==> src/rtl/irq_ctrl_pkg.sv <==
// Shared definitions for the interrupt controller: window base, register offsets, FSM states.
package irq_ctrl_pkg;

  localparam logic [31:0] IRQ_BEGIN = 32'h0000_7F20;

  localparam logic [31:0] OFF_PEND = 32'd0;
  localparam logic [31:0] OFF_MASK = 32'd4;
  localparam logic [31:0] OFF_ID   = 32'd8;
  localparam logic [31:0] OFF_EOI  = 32'd12;

  typedef enum logic [1:0] {
    IDLE = 2'b00,
    REQ  = 2'b01,
    SVC  = 2'b10
  } irqState_t;

endpackage

==> src/rtl/irq_prio_enc.sv <==
// Fixed-priority encoder: reports the lowest-numbered set bit (bit 0 is highest priority).
module irq_prio_enc #(
  parameter int NSRC = 6
) (
  input  logic [NSRC-1:0] reqVec,
  output logic [2:0]      index,
  output logic            valid
);

  always_comb begin
    // NOTE: every output gets a default before the loop so no path leaves it unassigned (no latch).
    index = '0;
    valid = |reqVec;
    for (int i = NSRC - 1; i >= 0; i--) begin
      if (reqVec[i]) index = 3'(i);
    end
  end

endmodule

==> src/rtl/irq_ctrl.sv <==
// Memory-mapped interrupt controller (PEND/MASK/ID/EOI) feeding CP0 HWInt and IrqReq.
// Define IRQ_CTRL_EDGE_DETECT_EN for rising-edge sources; default build is level-sensitive.
module irq_ctrl
  import irq_ctrl_pkg::*;
#(
  parameter logic [31:0] BASE_ADDR = IRQ_BEGIN,
  parameter int          NSRC      = 6
) (
  input  logic            clk,
  input  logic            reset,
  input  logic [31:0]     AddrIn,
  input  logic [31:0]     DataIn,
  input  logic [3:0]      ByteEn,
  output logic [31:0]     RdataOut,
  input  logic [NSRC-1:0] IrqSrc,
  input  logic            IntAck,
  output logic [NSRC-1:0] HWInt,
  output logic            IrqReq
);

  irqState_t       state;
  logic [NSRC-1:0] pend;
  logic [NSRC-1:0] mask;
  logic [NSRC-1:0] pendMasked;
  logic [NSRC-1:0] pendClr;
  logic [NSRC-1:0] srcActive;
  logic            idValid;
  logic [2:0]      idIndex;
  logic [2:0]      encIndex;
  logic            encValid;
  logic            wrEn;
  logic            selPend, selMask, selId, selEoi;
  logic            unusedDataHi;

  assign wrEn    = (ByteEn == 4'b1111);
  assign selPend = (AddrIn == BASE_ADDR + OFF_PEND);
  assign selMask = (AddrIn == BASE_ADDR + OFF_MASK);
  assign selId   = (AddrIn == BASE_ADDR + OFF_ID);
  assign selEoi  = (AddrIn == BASE_ADDR + OFF_EOI);

  assign unusedDataHi = ^DataIn[31:NSRC];

`ifdef IRQ_CTRL_EDGE_DETECT_EN
  logic [NSRC-1:0] prevSrc;
  logic            histValid;

  // histValid masks the first edge after reset so sources already high do not look like new edges.
  always_ff @(posedge clk or posedge reset) begin
    if (reset) begin
      prevSrc   <= '0;
      histValid <= 1'b0;
    end else begin
      prevSrc   <= IrqSrc;
      histValid <= 1'b1;
    end
  end

  assign srcActive = IrqSrc & ~prevSrc & {NSRC{histValid}};
`else
  assign srcActive = IrqSrc;
`endif

  assign pendClr    = (wrEn && selPend) ? DataIn[NSRC-1:0] : '0;
  assign pendMasked = pend & mask;

  // NOTE: sequential state uses non-blocking assignments so all flops update from pre-edge values.
  always_ff @(posedge clk or posedge reset) begin
    if (reset) begin
      pend <= '0;
      mask <= '0;
    end else begin
      if (wrEn && selMask) mask <= DataIn[NSRC-1:0];
      // Set is OR-ed after the clear so a simultaneous new event survives W1C.
      pend <= (pend & ~pendClr) | srcActive;
    end
  end

  irq_prio_enc #(.NSRC(NSRC)) u_prio (
    .reqVec (pendMasked),
    .index  (encIndex),
    .valid  (encValid)
  );

  always_ff @(posedge clk or posedge reset) begin
    if (reset) begin
      state   <= IDLE;
      idValid <= 1'b0;
      idIndex <= '0;
    end else begin
      case (state)
        IDLE: if (|pendMasked) state <= REQ;
        REQ: begin
          if (IntAck) begin
            state   <= SVC;
            idValid <= encValid;
            idIndex <= encIndex;
          end else if (!(|pendMasked)) begin
            state <= IDLE;
          end
        end
        SVC: begin
          if (wrEn && selEoi) begin
            state   <= IDLE;
            idValid <= 1'b0;
          end
        end
        default: state <= IDLE;
      endcase
    end
  end

  assign IrqReq = (state == REQ);
  assign HWInt  = (state == REQ) ? pendMasked : '0;

  always_comb begin
    RdataOut = '0;
    if (selPend)      RdataOut = 32'(pend);
    else if (selMask) RdataOut = 32'(mask);
    else if (selId)   RdataOut = {idValid, 28'd0, idIndex};
  end

endmodule

==> config.mk <==
export PLATFORM = sky130hd
export DESIGN_NAME = irq_ctrl
export DESIGN_NICKNAME = d
export VERILOG_FILES = /design/src/rtl/irq_ctrl_pkg.sv /design/src/rtl/irq_prio_enc.sv /design/src/rtl/irq_ctrl.sv
export SDC_FILE = /design/constraint.sdc
export NUM_CORES = 1
export LEC_CHECK = 0
export ABC_AREA = 1
export BUFFER_PORTS_ARGS = -buffer_cell sky130_fd_sc_hd__buf_2
export CAP_MARGIN = 20
export CORE_ASPECT_RATIO = 1.2
export CORE_MARGIN = 1.5
export CORE_UTILIZATION = 39
export DETAILED_ROUTE_END_ITERATION = 8
export MAX_ROUTING_LAYER = met4
export PLACE_DENSITY = 0.84
export SYNTH_ARGS = -nofsm -noshare
export SYNTH_HDL_FRONTEND = slang
export SYNTH_SLANG_ARGS = --single-unit
==> constraint.sdc <==
create_clock -name clk -period 1.5 [get_ports clk]
set_input_delay 0.225 -clock clk [delete_from_list [all_inputs] [get_ports clk]]
set_output_delay 0.225 -clock clk [all_outputs]
set_load 0.01 [all_outputs]
; ---- Word-level counts from Yosys, hierarchy flattened
; Cells that the tools add are included.
[totals]
inputBits = 77
word_cells = 48
register_bits = 18
[classes]
bitwise_logic = 4
mux = 19
n_eq_ne = 11
reduce_logical = 9
[op_table]
columns = op, count
row1 = == test 32 x 15 -> 1 bit (second input constant), 4
row2 = two-way mux 32 bit, 3
row3 = two-way mux 3 bit, 6
row4 = AND 6 bit, 2
row5 = two-way mux 6 bit, 2
row6 = two-way mux 2 bit, 4
row7 = != test 2 bit (second input constant), 3
row8 = inverter 6 bit, 1
row9 = OR 6 bit, 1
row10 = case mux 2 bit (3 select lines), 1
row11 = AND reduction 3 bit, 2
row12 = OR reduction 6 bit, 1
row13 = == test 4 bit (second input constant), 1
row14 = logical AND 1 bit, 3
row15 = != test 3 bit (second input constant), 1
row16 = == test 2 x 1 -> 1 bit (second input constant), 1
row17 = == test 2 bit (second input constant), 1
row18 = zero test 2 bit, 1
row19 = two-way mux 1 bit, 2
row20 = case mux 1 bit (2 select lines), 1
row21 = AND reduction 2 bit, 1
row22 = nonzero test 2 bit, 1

; ---- Logic depth before layout (Yosys ltp)
[logic_depth]
depth_word = 7
ltp_mapped = 10
mapped_depth_nobuf = 9

; ---- Cells and area by module
; Synthesis repeated with hierarchy kept, for this count alone.
[unflattened]
cells_unflattened = 233
hier_area_um2 = 1522.7
[modules_own_cells]
columns = module, instances, cells_per_inst, area_each_um2
row1 = irq_ctrl, 1, 218, 1450.1
row2 = irq_prio_enc, 1, 15, 72.6

; ---- Least setup slack after synthesis
; No wires, ideal clock.
[synth_timing]
path_type = input port to output port
startpoint = input AddrIn[31]
endpoint = output RdataOut[0]
setup_slack_ns = 0.272
arrival_time_ns = 1.003
path_stages = 8
required_time_ns = 1.275
path_buffers = 1
cell_sequence = nor2_1 nand2_1 nor2_2 nand2_2 nor2_4 buf_6 nand2_1 nand3_1
[synth_via]
elab_chain_cells = 4
[synth_lines]
columns = item, line_no
row1 = "start, declared", irq_ctrl.sv:11  ; input logic [31:0] AddrIn,
row2 = == test 32 x 15 -> 1 bit, irq_ctrl.sv:38  ; assign selId = (AddrIn == BASE_ADDR + OFF_ID);
row3 = two-way mux 32 bit, irq_ctrl.sv:119  ; else if (selId) RdataOut = {idValid, 28'd0, idIndex};
row4 = two-way mux 32 bit, irq_ctrl.sv:118  ; else if (selMask) RdataOut = 32'(mask);
row5 = two-way mux 32 bit *, irq_ctrl.sv:117  ; if (selPend) RdataOut = 32'(pend);
row6 = "end, declared", irq_ctrl.sv:14  ; output logic [31:0] RdataOut,
; Every way passes the cells marked *; elsewhere a longest branch is shown, timed or not.

; ---- Final worst setup path
[layout_timing]
startpoint = input AddrIn[21]
endpoint = output RdataOut[5]
[layout_via]
elab_chain_cells = 3
[layout_lines]
columns = item, line_no
row1 = == test 32 x 15 -> 1 bit, irq_ctrl.sv:37  ; assign selMask = (AddrIn == BASE_ADDR + OFF_MASK);
row2 = two-way mux 32 bit, irq_ctrl.sv:118
row3 = two-way mux 32 bit *, irq_ctrl.sv:117
; Marks and branches as above.

==> impl_metrics.toml <==
[run_status]
status = "finished with violations"
violations = "DRC, setup timing"

[clocking]
root_buffer = "clkbuf_8"
clkSinkCount = 18
h-tree-depth = 1
cts_tree = "done"
worstSkewPairLatency_ns = 0.26
numCtsBuffers = 3
clk_pin_slew_ns = 0.07
cts_buffer_depth = 2

[place]
pre_cts_slack_ns = -0.01910
gp_congestion = 0.8406
dp_hpwl_um = 2602
io_buffer_count = 64
dpl-instance-area_um2 = 1693

[worst_setup_path]
criticalPathCategory = "in -> out"
cp_max_fo = 8
worstSetupEndpointType = "primary output"
path_cells = "buf_2, nor2_4, nand2_1, nor2_2, nand2_4, nor2_4, nand2_1, nand2_1, buf_2"
r2r_start = "state[1]"
cp-endpoint = "RdataOut[5]"
reg2reg_slack_ns = 0.27
path_depth = 9
timing.rr.end = "idIndex[2]"
crit_family = "simple AND/OR/NAND/NOR gates"
crit_start = "AddrIn[21]"
max_stage_delay_ns = 0.24
path_buf_inv = 2
path_common_cell = "nand2_1"
arrival_ns = 1.29
startpoint_type = "input pin"
reg2regPathDepth = 7
cp_slowest_cell = "nor2_4"
required_ns = 1.27

[power_and_ir_drop]
powerDensity_nw_per_um2 = 554.6
power.total_mw = 1.073
ir_worst_vdd_mv = 0.4475
p_leak_nw = 1.155

[global_routing]
overflow = 0
grt_start_max_net_pins = 19
grt_usage_pct = 17.95
grt_pass1_wl_um = 5437
grt_pass1_vias = 1349
antenna_found_initial = 0

[finish]
fin_area_um2 = 1936
fillers = 330
final_core_util_pct = 57.00
final_nets = 371
final_common_cell = "nand2_1"
area_growth_pct = 37.39
n_antenna_cell = 0
drive_gt1_share_pct = 36.18
layout_common_cells = "nand2_1, buf_2, conb_1"

[floorplan]
io_pins = 116
dieArea_um2 = 3983
die_x_um = 57.87
start_util_pct = 41.49
core_um2 = 3396
die_h_um = 68.84
placementRows = 23

[route]
initialDrtViolationCount = 83
first_pass_iters = 6
vias = 1504
avgRoutedWirePerCell_um = 10.87
drc = 16
viasPerCell = 4.558
final_antenna_net_count = 0
totalWireLength_um = 3586

[yosys]
synth-seq-cells = 18
yosysWarnings = 0
syn_area_um2 = 1409
yosysSeqAreaShare_pct = 31.97
avgSynthCellArea_um2 = 6.492
synth_cells = 217
synth.distinct_cells = 15

[sta]
fin_skew_ns = 0.0005209
slew_viol_final = 0
rsz0062_at_grt = "yes"
timing.final.crit_period_ns = 1.515
finalSetupTns_ns = -0.01517
fin_ws_ns = -0.01517
post-route-period-util_pct = 101.0
setup_viol_count_final = 1
hold_viol = 0
max_freq_mhz = 660.0

[run]
cap_violations = 0

[hold_path]
holdPathStages = 3
hold_class = "in -> reg"
## cell families (layout without fill, tap and decap cells)
logic type             after synthesis  after routing  share of synthesized area, %
buffers and inverters               50            101                         21.31
other                                1             25                        0.2662
DFF                                 18             18                         31.97
AOI/OAI and AO/OA                    4              4                         1.598
and+or+nand+nor                    144            145                         44.85
## power breakdown
part | switching, mW | internal [mW] | leakage, nW
clock network | 0.176 | 0.234 | 0.0288
logic | 0.0937 | 0.0826 | 0.908
registers | 0.000805 | 0.486 | 0.218
## cells in the mapped netlist, drive strengths merged
master | number | share of area [%]
nand2 | 86 | 23
a211oi | 1 | 0.53
and3 | 1 | 0.44
conb | 1 | 0.27
inv | 22 | 5.9
buf | 28 | 15
dfrtp | 18 | 32
o21ai | 3 | 1.1
nand3 | 23 | 9.9
nor2 | 34 | 11
## how the worst min path moves through the flow
stage               startpoint    endpoint  slack [ns]
floorplan                reset  idIndex[0]        0.16
global placement         reset     pend[2]        0.25
detailed placement       reset     pend[2]        0.26
CTS                  IrqSrc[5]     pend[5]        0.14
global route         IrqSrc[5]     pend[5]        0.14
finish               IrqSrc[5]     pend[5]        0.14
## cell type report
class | count | area [µm²] | share of cell area (%)
clock buffers | 4 | 55.05 | 2.844
repair buffers | 75 | 474.2 | 24.50
flip-flops and latches | 18 | 450.4 | 23.27
well taps | 37 | 46.29 | 2.392
inverters | 22 | 82.58 | 4.266
multi-input cells | 174 | 827.0 | 42.73
## flip-flops by register name (all words and copies together) (netlist names)
name / cells
idIndex: 3
idValid: 1
mask: 6
pend: 6
state: 2
## repair_timing
item,CTS,global route
gates cloned,0,1
resized for setup,0,32
buffers inserted,4,0
hold buffers,1,0
pin swaps,2,21
endpoints found under the hold margin,18,0
endpoints found under the setup margin,2,12
## metrics by stage
step / hold slack (ns) / cells
after CTS: 0.1422 / 329
after global routing: 0.1395 / 330
after global placement: 0.2498 / 320
after detailed placement: 0.2609 / 320
after floorplan: 0.1636 / 241
final: 0.1428 / 330
## worst reg2reg max path, delay by kind of cell (launching register included)
family                 cells  cell delay (ns)
and+or+nand+nor            3             0.31
AOI/OAI and AO/OA          1             0.14
DFF                        1             0.39
buffers and inverters      3             0.30
## metal layers
| metal | vias up | GRT usage [%] | routed length [µm] |
|---|---|---|---|
| li1 | 760 | - | - |
| met1 | 667 | 19.72 | 1378 |
| met2 | 64 | 33.52 | 1877 |
| met3 | 13 | 1.866 | 205 |
| met4 | 0 | 6.686 | 125 |
| met5 | - | - | 0 |
Note: power is estimated with default switching activity, not from simulation.
